--- src/rtl/cpu_types_pkg.sv ---
// Shared types for the pipeline controller.
//   ctrl_state_t : controller FSM states (RUN, DWAIT, HALTED)
//   latch_cmd_t  : per-latch command (HOLD, CAPTURE, FLUSH)
//   latch_decode : maps a latch command onto its {en, flush} output pair
package cpu_types_pkg;

    typedef enum logic [1:0] {
        RUN    = 2'd0,
        DWAIT  = 2'd1,
        HALTED = 2'd2
    } ctrl_state_t;

    typedef enum logic [1:0] {
        HOLD    = 2'd0,
        CAPTURE = 2'd1,
        FLUSH   = 2'd2
    } latch_cmd_t;

    // Returns {en, flush}; the two bits are never both set.
    function automatic logic [1:0] latch_decode(latch_cmd_t cmd);
        logic [1:0] ef;
        ef = 2'b00;
        case (cmd)
            CAPTURE: ef = 2'b10;
            FLUSH:   ef = 2'b01;
            default: ef = 2'b00;
        endcase
        return ef;
    endfunction

endpackage

--- src/rtl/pipeline_ctrl.sv ---
// Hazard/sequencing controller for the 5-stage pipeline. It is the only
// driver of the pipeline latch enables and the PC enable.
//
// Handshake semantics: there is no valid/ready pair here. ihit/dhit are
// level "done this cycle" indications sampled combinationally; every latch
// gets en=1 (capture), flush=1 (load bubble) or both 0 (hold) each cycle.
//
// Ports
//   CLK, RST                 clock (rising edge), async active-high reset
//   ihit, dhit               icache / dcache completion this cycle
//   mem_dren, mem_dwen       EX/MEM holds a load / store
//   mem_pcsrc, mem_halt      MEM-stage redirect / halt
//   idex_dren, idex_rt       load in ID/EX and its destination
//   ifid_rs, ifid_rt         source registers of the IF/ID instruction
//   pc_en                    PC loads its next/redirect value
//   *_en, *_flush            per-latch capture / bubble commands
//   halt_o                   processor halted
//   stall_cycles             saturating count of pc_en=0 cycles (not halted)
//   dbg_state_o              current FSM state, for observation
module pipeline_ctrl
    import cpu_types_pkg::*;
#(
    parameter int REG_W      = 5,
    parameter int STALLCNT_W = 16
) (
    input  logic                  CLK,
    input  logic                  RST,
    input  logic                  ihit,
    input  logic                  dhit,
    input  logic                  mem_dren,
    input  logic                  mem_dwen,
    input  logic                  mem_pcsrc,
    input  logic                  mem_halt,
    input  logic                  idex_dren,
    input  logic [REG_W-1:0]      idex_rt,
    input  logic [REG_W-1:0]      ifid_rs,
    input  logic [REG_W-1:0]      ifid_rt,
    output logic                  pc_en,
    output logic                  ifid_en,
    output logic                  idex_en,
    output logic                  exmem_en,
    output logic                  memwb_en,
    output logic                  ifid_flush,
    output logic                  idex_flush,
    output logic                  exmem_flush,
    output logic                  memwb_flush,
    output logic                  halt_o,
    output logic [STALLCNT_W-1:0] stall_cycles,
    output ctrl_state_t           dbg_state_o
);

    ctrl_state_t           state_q, state_d;
    logic [STALLCNT_W-1:0] stall_q, stall_d;

    latch_cmd_t ifid_cmd, idex_cmd, exmem_cmd, memwb_cmd;
    logic       pc_en_w;
    logic       memacc;
    logic       loaduse;

    assign memacc  = mem_dren | mem_dwen;
    assign loaduse = idex_dren && (idex_rt != '0) &&
                     ((idex_rt == ifid_rs) || (idex_rt == ifid_rt));

    // Next state and latch commands, highest priority first.
    always_comb begin
        state_d   = state_q;
        pc_en_w   = 1'b0;
        ifid_cmd  = HOLD;
        idex_cmd  = HOLD;
        exmem_cmd = HOLD;
        memwb_cmd = HOLD;

        if (state_q == HALTED) begin
            state_d = HALTED;
        end else if (memacc && !dhit) begin
            // Data miss: freeze the front of the pipe, bubble into WB.
            memwb_cmd = FLUSH;
            state_d   = DWAIT;
        end else begin
            // A completed data access (or a stray DWAIT) advances normally
            // and the remaining hazard rules still apply.
            state_d = RUN;
            if (mem_halt) begin
                ifid_cmd  = FLUSH;
                idex_cmd  = FLUSH;
                exmem_cmd = FLUSH;
                memwb_cmd = CAPTURE;
                state_d   = HALTED;
            end else if (mem_pcsrc) begin
                ifid_cmd  = FLUSH;
                idex_cmd  = FLUSH;
                exmem_cmd = FLUSH;
                memwb_cmd = CAPTURE;
                pc_en_w   = 1'b1;
            end else if (loaduse) begin
                idex_cmd  = FLUSH;
                exmem_cmd = CAPTURE;
                memwb_cmd = CAPTURE;
            end else if (!ihit) begin
                ifid_cmd  = FLUSH;
                idex_cmd  = CAPTURE;
                exmem_cmd = CAPTURE;
                memwb_cmd = CAPTURE;
            end else begin
                ifid_cmd  = CAPTURE;
                idex_cmd  = CAPTURE;
                exmem_cmd = CAPTURE;
                memwb_cmd = CAPTURE;
                pc_en_w   = 1'b1;
            end
        end
    end

    // Stall counter: counts non-halted cycles with the PC frozen, saturating.
    always_comb begin
        stall_d = stall_q;
        if (!pc_en_w && (state_q != HALTED) && (stall_q != {STALLCNT_W{1'b1}})) begin
            stall_d = stall_q + 1'b1;
        end
    end

    always_ff @(posedge CLK or posedge RST) begin
        if (RST) begin
            state_q <= RUN;
            stall_q <= '0;
        end else begin
            state_q <= state_d;
            stall_q <= stall_d;
        end
    end

    // While reset is asserted every latch is forced to bubble and the PC holds.
    always_comb begin
        if (RST) begin
            pc_en = 1'b0;
            {ifid_en,  ifid_flush}  = 2'b01;
            {idex_en,  idex_flush}  = 2'b01;
            {exmem_en, exmem_flush} = 2'b01;
            {memwb_en, memwb_flush} = 2'b01;
        end else begin
            pc_en = pc_en_w;
            {ifid_en,  ifid_flush}  = latch_decode(ifid_cmd);
            {idex_en,  idex_flush}  = latch_decode(idex_cmd);
            {exmem_en, exmem_flush} = latch_decode(exmem_cmd);
            {memwb_en, memwb_flush} = latch_decode(memwb_cmd);
        end
    end

    assign halt_o       = (state_q == HALTED);
    assign stall_cycles = stall_q;
    assign dbg_state_o  = state_q;

endmodule

--- config.mk ---
export PLATFORM = sky130hd
export DESIGN_NAME = pipeline_ctrl
export DESIGN_NICKNAME = d
export VERILOG_FILES = /design/src/rtl/cpu_types_pkg.sv /design/src/rtl/pipeline_ctrl.sv
export SDC_FILE = /design/constraint.sdc
export NUM_CORES = 1
export LEC_CHECK = 0
export ABC_AREA = 1
export ABC_CLOCK_PERIOD_IN_PS = 2300
export CAP_MARGIN = 20
export CELL_PAD_IN_SITES_DETAIL_PLACEMENT = 1
export CELL_PAD_IN_SITES_GLOBAL_PLACEMENT = 2
export CORE_UTILIZATION = 22
export DETAILED_ROUTE_END_ITERATION = 10
export PLACE_DENSITY_LB_ADDON = 0.1
export SLEW_MARGIN = 30
export SYNTH_ARGS = -nofsm -noshare
export SYNTH_HDL_FRONTEND = slang
export SYNTH_SLANG_ARGS = --single-unit
--- constraint.sdc ---
create_clock -name CLK -period 2.3 [get_ports CLK]
set_clock_uncertainty 0.15 [all_clocks]
set_input_delay 0.345 -clock CLK [delete_from_list [all_inputs] [get_ports CLK]]
set_output_delay 0.345 -clock CLK [all_outputs]
set_load 0.1 [all_outputs]
; ---- Yosys cells after proc, flatten, opt, wreduce, memory -nomap -nowiden
; Cells that the tools add are included.
[word_totals]
reg_bits = 18
input_bits = 24
out_inout_bits = 28
wordCells = 65
[op_classes]
addsub = 1
eq_ne = 13
muxes = 39
bitwise = 1
reduce_logical = 9
[ops]
columns = cell, count
row1 = 2-bit 2-to-1 mux, 20
row2 = 16-bit by 1-bit adder with 16-bit output (second input constant), 1
row3 = 16-bit inequality test (second input constant), 1
row4 = 2-bit case mux with 2 select lines, 4
row5 = 1-bit 2-to-1 mux, 15
row6 = 2-bit equality test (second input constant), 5
row7 = 5-bit equality test, 2
row8 = 2-bit by 1-bit equality test with 1-bit output (second input constant), 4
row9 = 1-bit logical AND, 5
row10 = 5-bit nonzero test, 1
row11 = 1-bit logical NOT, 2
row12 = 2-bit inequality test (second input constant), 1
row13 = 1-bit logical OR, 1
row14 = 1-bit bitwise OR, 1

; ---- Depth between registers and ports, before layout
; Gate-level depths: netlist (run 1).
[logic_depth]
depth_word = 11
ltp_mapped = 14
ltp_nobuf = 13

; ---- Worst setup path after synthesis (run 1)
; OpenSTA, ideal clock, no wires.
[synth_timing]
path_type = register to output
start = register state_q[0], in the netlist dbg_state_o[0]
end = output port idex_en
t_arrival_ns = 4.882
t_required_ns = 1.805
slack_ns = -3.077
path_stages_with_launch = 7
path_buffers = 0
path_cell_list = dfrtp_1 -> nor2_1 -> clkinv_1 -> nand2_1 -> nor2_1 -> nand2_1 -> nor2_1
[synth_via]
elab_chain_len = 5
elab_cells_between_ends = 6
classes_between = 3 x eq/ne / 3 x mux
[synth_lines]
columns = element, line
row1 = start: declaration, pipeline_ctrl.sv:52  ; ctrl_state_t state_q, state_d;
row2 = start signal: assignment, pipeline_ctrl.sv:127  ; state_q <= state_d;
row3 = 2-bit equality test *, --
row4 = net halt_o, pipeline_ctrl.sv:47  ; output logic halt_o,
row5 = 2-bit 2-to-1 mux *, pipeline_ctrl.sv:73  ; if (state_q == HALTED) begin
row6 = 2-bit equality test or 2-bit by 1-bit equality test with 1-bit output (tied branches), cpu_types_pkg.sv:23  ; case (cmd)
row7 = 2-bit case mux with 2 select lines *, cpu_types_pkg.sv:23
row8 = 1-bit 2-to-1 mux *, pipeline_ctrl.sv:134  ; if (RST) begin
row9 = end: declaration, pipeline_ctrl.sv:40  ; output logic idex_en,
; The timed path passes the listed nets; every way through them passes the cells marked *.

; ---- Final worst setup path (run 1)
[layout_timing]
start = input port mem_dwen
end = output port exmem_en
[layout_via]
elab_chain_len = 7
elab_cells_between_ends = 8
classes_between = 2 x eq/ne / 4 x mux / 1 x bitwise / 1 x reduce/logical
[layout_lines]
columns = element, line
row1 = start: declaration, pipeline_ctrl.sv:31  ; input logic mem_dwen,
row2 = 1-bit bitwise OR *, pipeline_ctrl.sv:60  ; assign memacc = mem_dren | mem_dwen;
row3 = 1-bit logical AND *, pipeline_ctrl.sv:75  ; end else if (memacc && !dhit) begin
row4 = 2-bit 2-to-1 mux *, pipeline_ctrl.sv:75
row5 = 2-bit 2-to-1 mux *, pipeline_ctrl.sv:73
row6 = 2-bit equality test or 2-bit by 1-bit equality test with 1-bit output (tied branches), cpu_types_pkg.sv:23
row7 = 2-bit case mux with 2 select lines *, cpu_types_pkg.sv:23
row8 = 1-bit 2-to-1 mux *, pipeline_ctrl.sv:134
row9 = end: declaration, pipeline_ctrl.sv:41  ; output logic exmem_en,
; Mark *: on every way between the ends. The rest lies on a longest branch, timed or not.

==> results of run 1 <==
## cell families (layout without fill, tap and decap cells)
logic type               count (synthesis)  in the layout  synth area share
AND/OR/NAND/NOR                        134            134             0.451
buffers and inverters                   44            107             0.126
flip-flops                              18             18             0.325
XOR/XNOR                                10             10            0.0633
AO/OA/AOI/OAI                            7              7            0.0253
adder cells (fa/ha/maj)                  1              1           0.00904
## layout make-up
cell class | instances | area [sq um] | area share
Multi-Input combinational cell | 152 | 846 | 0.375
Timing Repair Buffer | 64 | 641 | 0.284
Sequential cell | 18 | 474 | 0.210
Inverter | 39 | 155 | 0.0688
Tap cell | 75 | 93.8 | 0.0416
Clock buffer | 4 | 45.0 | 0.0200
## path summary, 6_finish.rpt
kind                                           endpoint                        start  cells past startpoint
setup / recovery                               exmem_en                     mem_dwen                      9
hold / removal              stall_cycles[4]$_DFFE_PP0P_  stall_cycles[4]$_DFFE_PP0P_                      2
setup reg to reg           stall_cycles[15]$_DFFE_PP0P_  stall_cycles[0]$_DFFE_PP0P_                     11
hold reg to reg             stall_cycles[4]$_DFFE_PP0P_  stall_cycles[4]$_DFFE_PP0P_                      2
max in group asynchronous   stall_cycles[0]$_DFFE_PP0P_                          RST                      3
min in group asynchronous  stall_cycles[15]$_DFFE_PP0P_                          RST                      3
## where the power goes
part           switching [mW]  internal, mW
Combinational           0.747         0.271
Sequential             0.0596         0.383
Clock                   0.115         0.123
Total                   0.922         0.777
## stage by stage
stage | TNS [ps] | power [mW] | area (sq um) | hold slack, ps
after global routing | 0 | 1.80 | 2250 | 407
after floorplan | -2350 | 1.19 | 1490 | 188
after CTS | 0 | 1.72 | 2250 | 379
after detailed placement | -2210 | 1.48 | 2200 | 357
after global placement | -1970 | 1.48 | 2200 | 359
final | 0 | 1.70 | 2250 | 384
## worst max-delay path, stage by stage
cell,delay (ps)
clkdlybuf4s50_1,450
nor2_1,40
nor2_1,160
inv_2,110
nand2_4,120
nor2_4,60
nand2_4,120
clkinvlp_4,100
buf_12,170
## registers in the layout, summed over array words and instances (netlist names)
name          flops
dbg_state_o       2
stall_cycles     16
## cell usage after synthesis (2+ instances only)
| library cell | n | area share |
|---|---|---|
| clkbuf_1 | 2 | 0.0054 |
| nand2_1 | 69 | 0.19 |
| nand4_1 | 18 | 0.081 |
| nand3_1 | 12 | 0.043 |
| clkinv_1 | 2 | 0.0054 |
| o21ai_0 | 5 | 0.018 |
| nor2_1 | 21 | 0.057 |
| inv_1 | 32 | 0.087 |
| xnor2_1 | 4 | 0.025 |
| xor2_1 | 6 | 0.038 |
| a21oi_1 | 2 | 0.0072 |
| nand3_2 | 4 | 0.029 |
| dfrtp_1 | 18 | 0.33 |
| inv_2 | 5 | 0.014 |
| nor3_1 | 5 | 0.018 |
## timing repair
item / in CTS / in global routing
gates cloned: 0 / 0
pin swaps: 10 / 8
hold buffers: 0 / 0
endpoints found under the setup margin: 5 / 8
buffers inserted: 2 / 0
gates resized for setup: 14 / 15
## routing by layer
layer | up-vias | track usage | wire, microns | share of wire
li1 | 803 | - | - | -
met1 | 693 | 0.188 | 2000 | 0.48
met2 | 31 | 0.235 | 1970 | 0.48
met3 | 0 | 0.0281 | 178 | 0.043
met4 | 0 | 0.0161 | 0 | 0
met5 | - | 0 | 0 | 0
==> flow_summary.toml, run 1 <==
[grt]
grt_pass1_wl_microns = 7130
grt_max_degree = 25
grt_pass1_vias = 1534
overflow = 0
antenna_found_initial = 0
grtUsageTotal = 0.140

[synth]
netlist_instances = 214
synth_edf_count = 0
syn_area_sq_um = 1380
synth-seq-cells = 18
yosysUniqueCellTypes = 24
ys.flop_type = "dfrtp_1"
seq_area_frac_synth = 0.325
avgSynthCellArea_sq_um = 6.47
async_reset_ff_frac = 1.00
ys_warn_count = 0
syn-num-nets = 239

[critical_path]
crit_required_ps = 1800
worst_setup_path_end_kind = "output port"
crit_path_max_fanout = 4
start_kind = "input port"
rrSetupSlack_ps = 300
path_class = "input port to output port"
arrival_ps = 1670

[drt]
drc = 0
route.vias.total = 1527
wl_per_cell_microns = 11.8
drtIter0Drc = 61
first_pass_iters = 4
wl_microns = 4150
avgViaCountPerCell = 4.34
ant_nets = 0

[clocking]
cts_sinks = 18
clkTransAtPathRegs_ps = 70
cts_buffers = 3
cts_tree = "built"
cts_root_buffer = "clkbuf_8"
cts_buffer_depth = 2
insertion_delay_ps = 260
htree_levels = 1

[die]
die_area_sq_um = 6610
num_rows = 28
num_io_pins = 52
die_y_microns = 81.3
initial_utilization = 0.231
fp.coreArea_sq_um = 5990
die_w_microns = 81.3

[timing]
worst_slack_ps = 134
finalMaxSlewViolations = 0
rsz0062_at_grt = "false"
period_share = 0.942
timing.fmax_ghz = 0.462
hold_viol_final = 0
setup-violations-final = 0
worst_slew_pin_slew_ps = 349
period_minus_slack_ps = 2170
slew_headroom = 0.766

[layout]
final_cell_mix = "nand2_1 (64), buf_4 (31), inv_1 (28), nand4_1 (18), nor2_1 (17)"
fin_util = 0.376
drive_above_1_share = 0.329
fin_cells = 352
layout_commonest_cell = "nand2_1"
syn_to_final_growth_pct = 62.9
nFillCells = 752
nNetsFinal = 303
diodes = 0

[pwr]
p_per_area_nw_per_um2 = 753
power.leakage_nw = 1.14
peakVddDrop_mv = 0.739

[placed_design]
io_buffers = 51
place_ws_ps = -181
gp_congestion = 0.748
placedCellCount = 346
place_hpwl_microns = 3380

[status]
status = "complete, no violations"

[hold_path]
hold_path.class = "register to register"

[flow_run]
cap_violations = 0
Power figures use the tool's default switching activity.
==> run 2, diff against run 1 <==
--- a/config.mk
+++ b/config.mk
@@ -7,9 +7,9 @@
 export LEC_CHECK = 0
 export ABC_AREA = 1
-export ABC_CLOCK_PERIOD_IN_PS = 2300
+export ABC_CLOCK_PERIOD_IN_PS = 1800
 export CAP_MARGIN = 20
 export CELL_PAD_IN_SITES_DETAIL_PLACEMENT = 1
 export CELL_PAD_IN_SITES_GLOBAL_PLACEMENT = 2
-export CORE_UTILIZATION = 22
+export CORE_UTILIZATION = 20
 export DETAILED_ROUTE_END_ITERATION = 10
 export PLACE_DENSITY_LB_ADDON = 0.1
==> constraint.sdc (replaced) <==
create_clock -name CLK -period 1.8 [get_ports CLK]
set_clock_uncertainty 0.15 [all_clocks]
set_input_delay 0.45 -clock CLK [delete_from_list [all_inputs] [get_ports CLK]]
set_output_delay 0.45 -clock CLK [all_outputs]
set_load 0.1 [all_outputs]
==> run 2 against run 1 <==
  * Largest power group unchanged
  * First-iteration DRC count is 59% lower
  * Routed wire length is 20% higher
  * Critical endpoint is now pc_en
  * Sequential power is 24% higher
  * Flip-flop and latch count stayed put
  * Count of clock-buffer cells in the layout stayed put
  * The run now ends with negative setup slack left
  * Total power is 63% higher
  * Combinational power is 84% higher
  * Die area is 9.7% higher
  * Global-route usage is 0.41 points higher
  * Non-clock buffer count is 45 higher
  * Clock power is 43% higher
==> flow_summary.toml, run 2 (synthesis results as in run 1) <==
[clocking]
htree_levels = 1
insertion_delay_ps = 260
cts_tree = "built"
cts_sinks = 18
postCtsHoldBufs = 0
cts_root_buffer = "clkbuf_8"
cts_buffer_depth = 2
cts_buffers = 3
clkTransAtPathRegs_ps = 70

[drt]
first_pass_iters = 4
wl_microns = 4980
drtIter0Drc = 25
ant_nets = 0
drc = 0
avgViaCountPerCell = 4.37
wl_per_cell_microns = 12.5
route.vias.total = 1747

[layout]
nFillCells = 777
largest_reg_flops = 16
nNetsFinal = 349
syn_to_final_growth_pct = 125
layout_commonest_cell = "nand2_1"
drive_above_1_share = 0.545
fin_cells = 400
stdcell_area_sq_um = 3120
diodes = 0
final_cell_mix = "nand2_1 (60), buf_4 (41), buf_12 (32), inv_1 (25)"

[critical_path]
path_delay_family = "simple AND/OR/NAND/NOR gates"
cp_common_cell = "nand2_2"
cpPeakStageDelay_ps = 220
cp_slowest_cell = "nor3_4"
crit_path_max_fanout = 2
r2r_cells = 11
rrSetupSlack_ps = -100
cp_cell_sequence = "clkdlybuf4s15_1 -> xnor2_1 -> nand3_1 -> nand2_1 -> nand2_2 -> nand2_2 -> nand2_2 -> nand3_4 -> nor3_4 -> buf_12"
path_class = "input port to output port"
cp-endpoint = "pc_en"
start_kind = "input port"
crit_required_ps = 1200
worst_setup_path_end_kind = "output port"
worst-path-buf-inv = 2
r2r_end = "stall_cycles[14]$_DFFE_PP0P_"
arrival_ps = 1650
regToRegStartpoint = "stall_cycles[1]$_DFFE_PP0P_"
crit_path_start = "ifid_rt[4]"
worst-path-stages = 10

[placed_design]
placed_area_sq_um = 2710
io_buffers = 51
placedCellCount = 379
place_hpwl_microns = 3740
gp_congestion = 0.681
place_ws_ps = -877

[die]
initial_utilization = 0.212
die_w_microns = 85.2
num_io_pins = 52
die_area_sq_um = 7260
die_y_microns = 85.2
num_rows = 29
fp.coreArea_sq_um = 6530

[timing]
finalMaxSlewViolations = 0
slew_headroom = 0.773
timing.fmax_ghz = 0.444
setup-violations-final = 16
worst_slack_ps = -453
worst_slew_pin_slew_ps = 337
timing.setup.tns_ps = -3300
period_minus_slack_ps = 2250
hold_viol_final = 0
rsz0062_at_grt = "true"
period_share = 1.25

[status]
status = "finished with violations"
failed_checks = "negative setup slack"

[hold_path]
hold_path.class = "register to register"
whs_path_depth = 2

[grt]
grt_pass1_wl_microns = 8290
grtUsageTotal = 0.144
antenna_found_initial = 0
grt_max_degree = 26
overflow = 0
grt_pass1_vias = 1760

[pwr]
p_per_area_nw_per_um2 = 888
power.leakage_nw = 1.45
peakVddDrop_mv = 0.323
total_power_mw = 2.77

[flow_run]
cap_violations = 0
==> run 2: changes by cell type in the layout (fill, tap and decap cells not counted), sizes merged <==
cell / delta
buf: +60
clkdlybuf4s50: -7
dlygate4sd2: -4
clkbuf: -3
dlymetal6s2s: -3
clkdlybuf4s15: +2
nand3: +1
==> run 2: how the worst min path moves through the flow <==
stage	start	end	slack, ps
after floorplan	RST	dbg_state_o[0]$_DFF_PP0_	290
after global placement	stall_cycles[15]$_DFFE_PP0P_	stall_cycles[15]$_DFFE_PP0P_	370
after detailed placement	stall_cycles[15]$_DFFE_PP0P_	stall_cycles[15]$_DFFE_PP0P_	380
after CTS	stall_cycles[15]$_DFFE_PP0P_	stall_cycles[15]$_DFFE_PP0P_	400
after global routing	stall_cycles[15]$_DFFE_PP0P_	stall_cycles[15]$_DFFE_PP0P_	440
final	stall_cycles[15]$_DFFE_PP0P_	stall_cycles[15]$_DFFE_PP0P_	390
==> run 2: cell type report <==
class,count,area [sq um],share of cell area
Tap cell,77,96.3,0.0309
Clock buffer,4,55.1,0.0177
Multi-Input combinational cell,153,995,0.319
Timing Repair Buffer,109,1320,0.424
Sequential cell,18,483,0.155
Inverter,39,168,0.0538
==> run 2: layer usage <==
| layer | GRT usage | part of all wire | vias to the layer above |
|---|---|---|---|
| met2 | 0.252 | 0.52 | 28 |
| met1 | 0.186 | 0.45 | 822 |
| li1 | - | - | 893 |
| met4 | 0.0277 | 0.0082 | 0 |
| met3 | 0.0253 | 0.025 | 4 |
| met5 | 0 | 0 | - |
==> run 2: report_power, final <==
group          leakage, nW  switching [mW]  internal [mW]
combinational         1.21            1.13          0.751
sequential           0.215          0.0614          0.489
clock               0.0288           0.146          0.195
total                 1.45            1.33           1.43
==> run 2: timing repair <==
item	CTS	global route
endpoints found under the setup margin	26	26
cloned	1	1
setup buffers	8	10
pin swaps	35	29
gates resized for setup	106	39
==> run 2: worst reg2reg max path: cells and delay by family, from the launching register on <==
kind,cells,cell delay (ps)
adders and majority gates,1,150
buffers and inverters,1,40
DFF,1,430
and+or+nand+nor,9,1020
==> run 2: metrics by stage <==
| stage | hold WS, ps | utilization |
|---|---|---|
| floorplan | 292 | - |
| global placement | 373 | 0.415 |
| detailed placement | 383 | 0.415 |
| CTS | 397 | 0.443 |
| global route | 437 | 0.477 |
| finish | 391 | 0.477 |
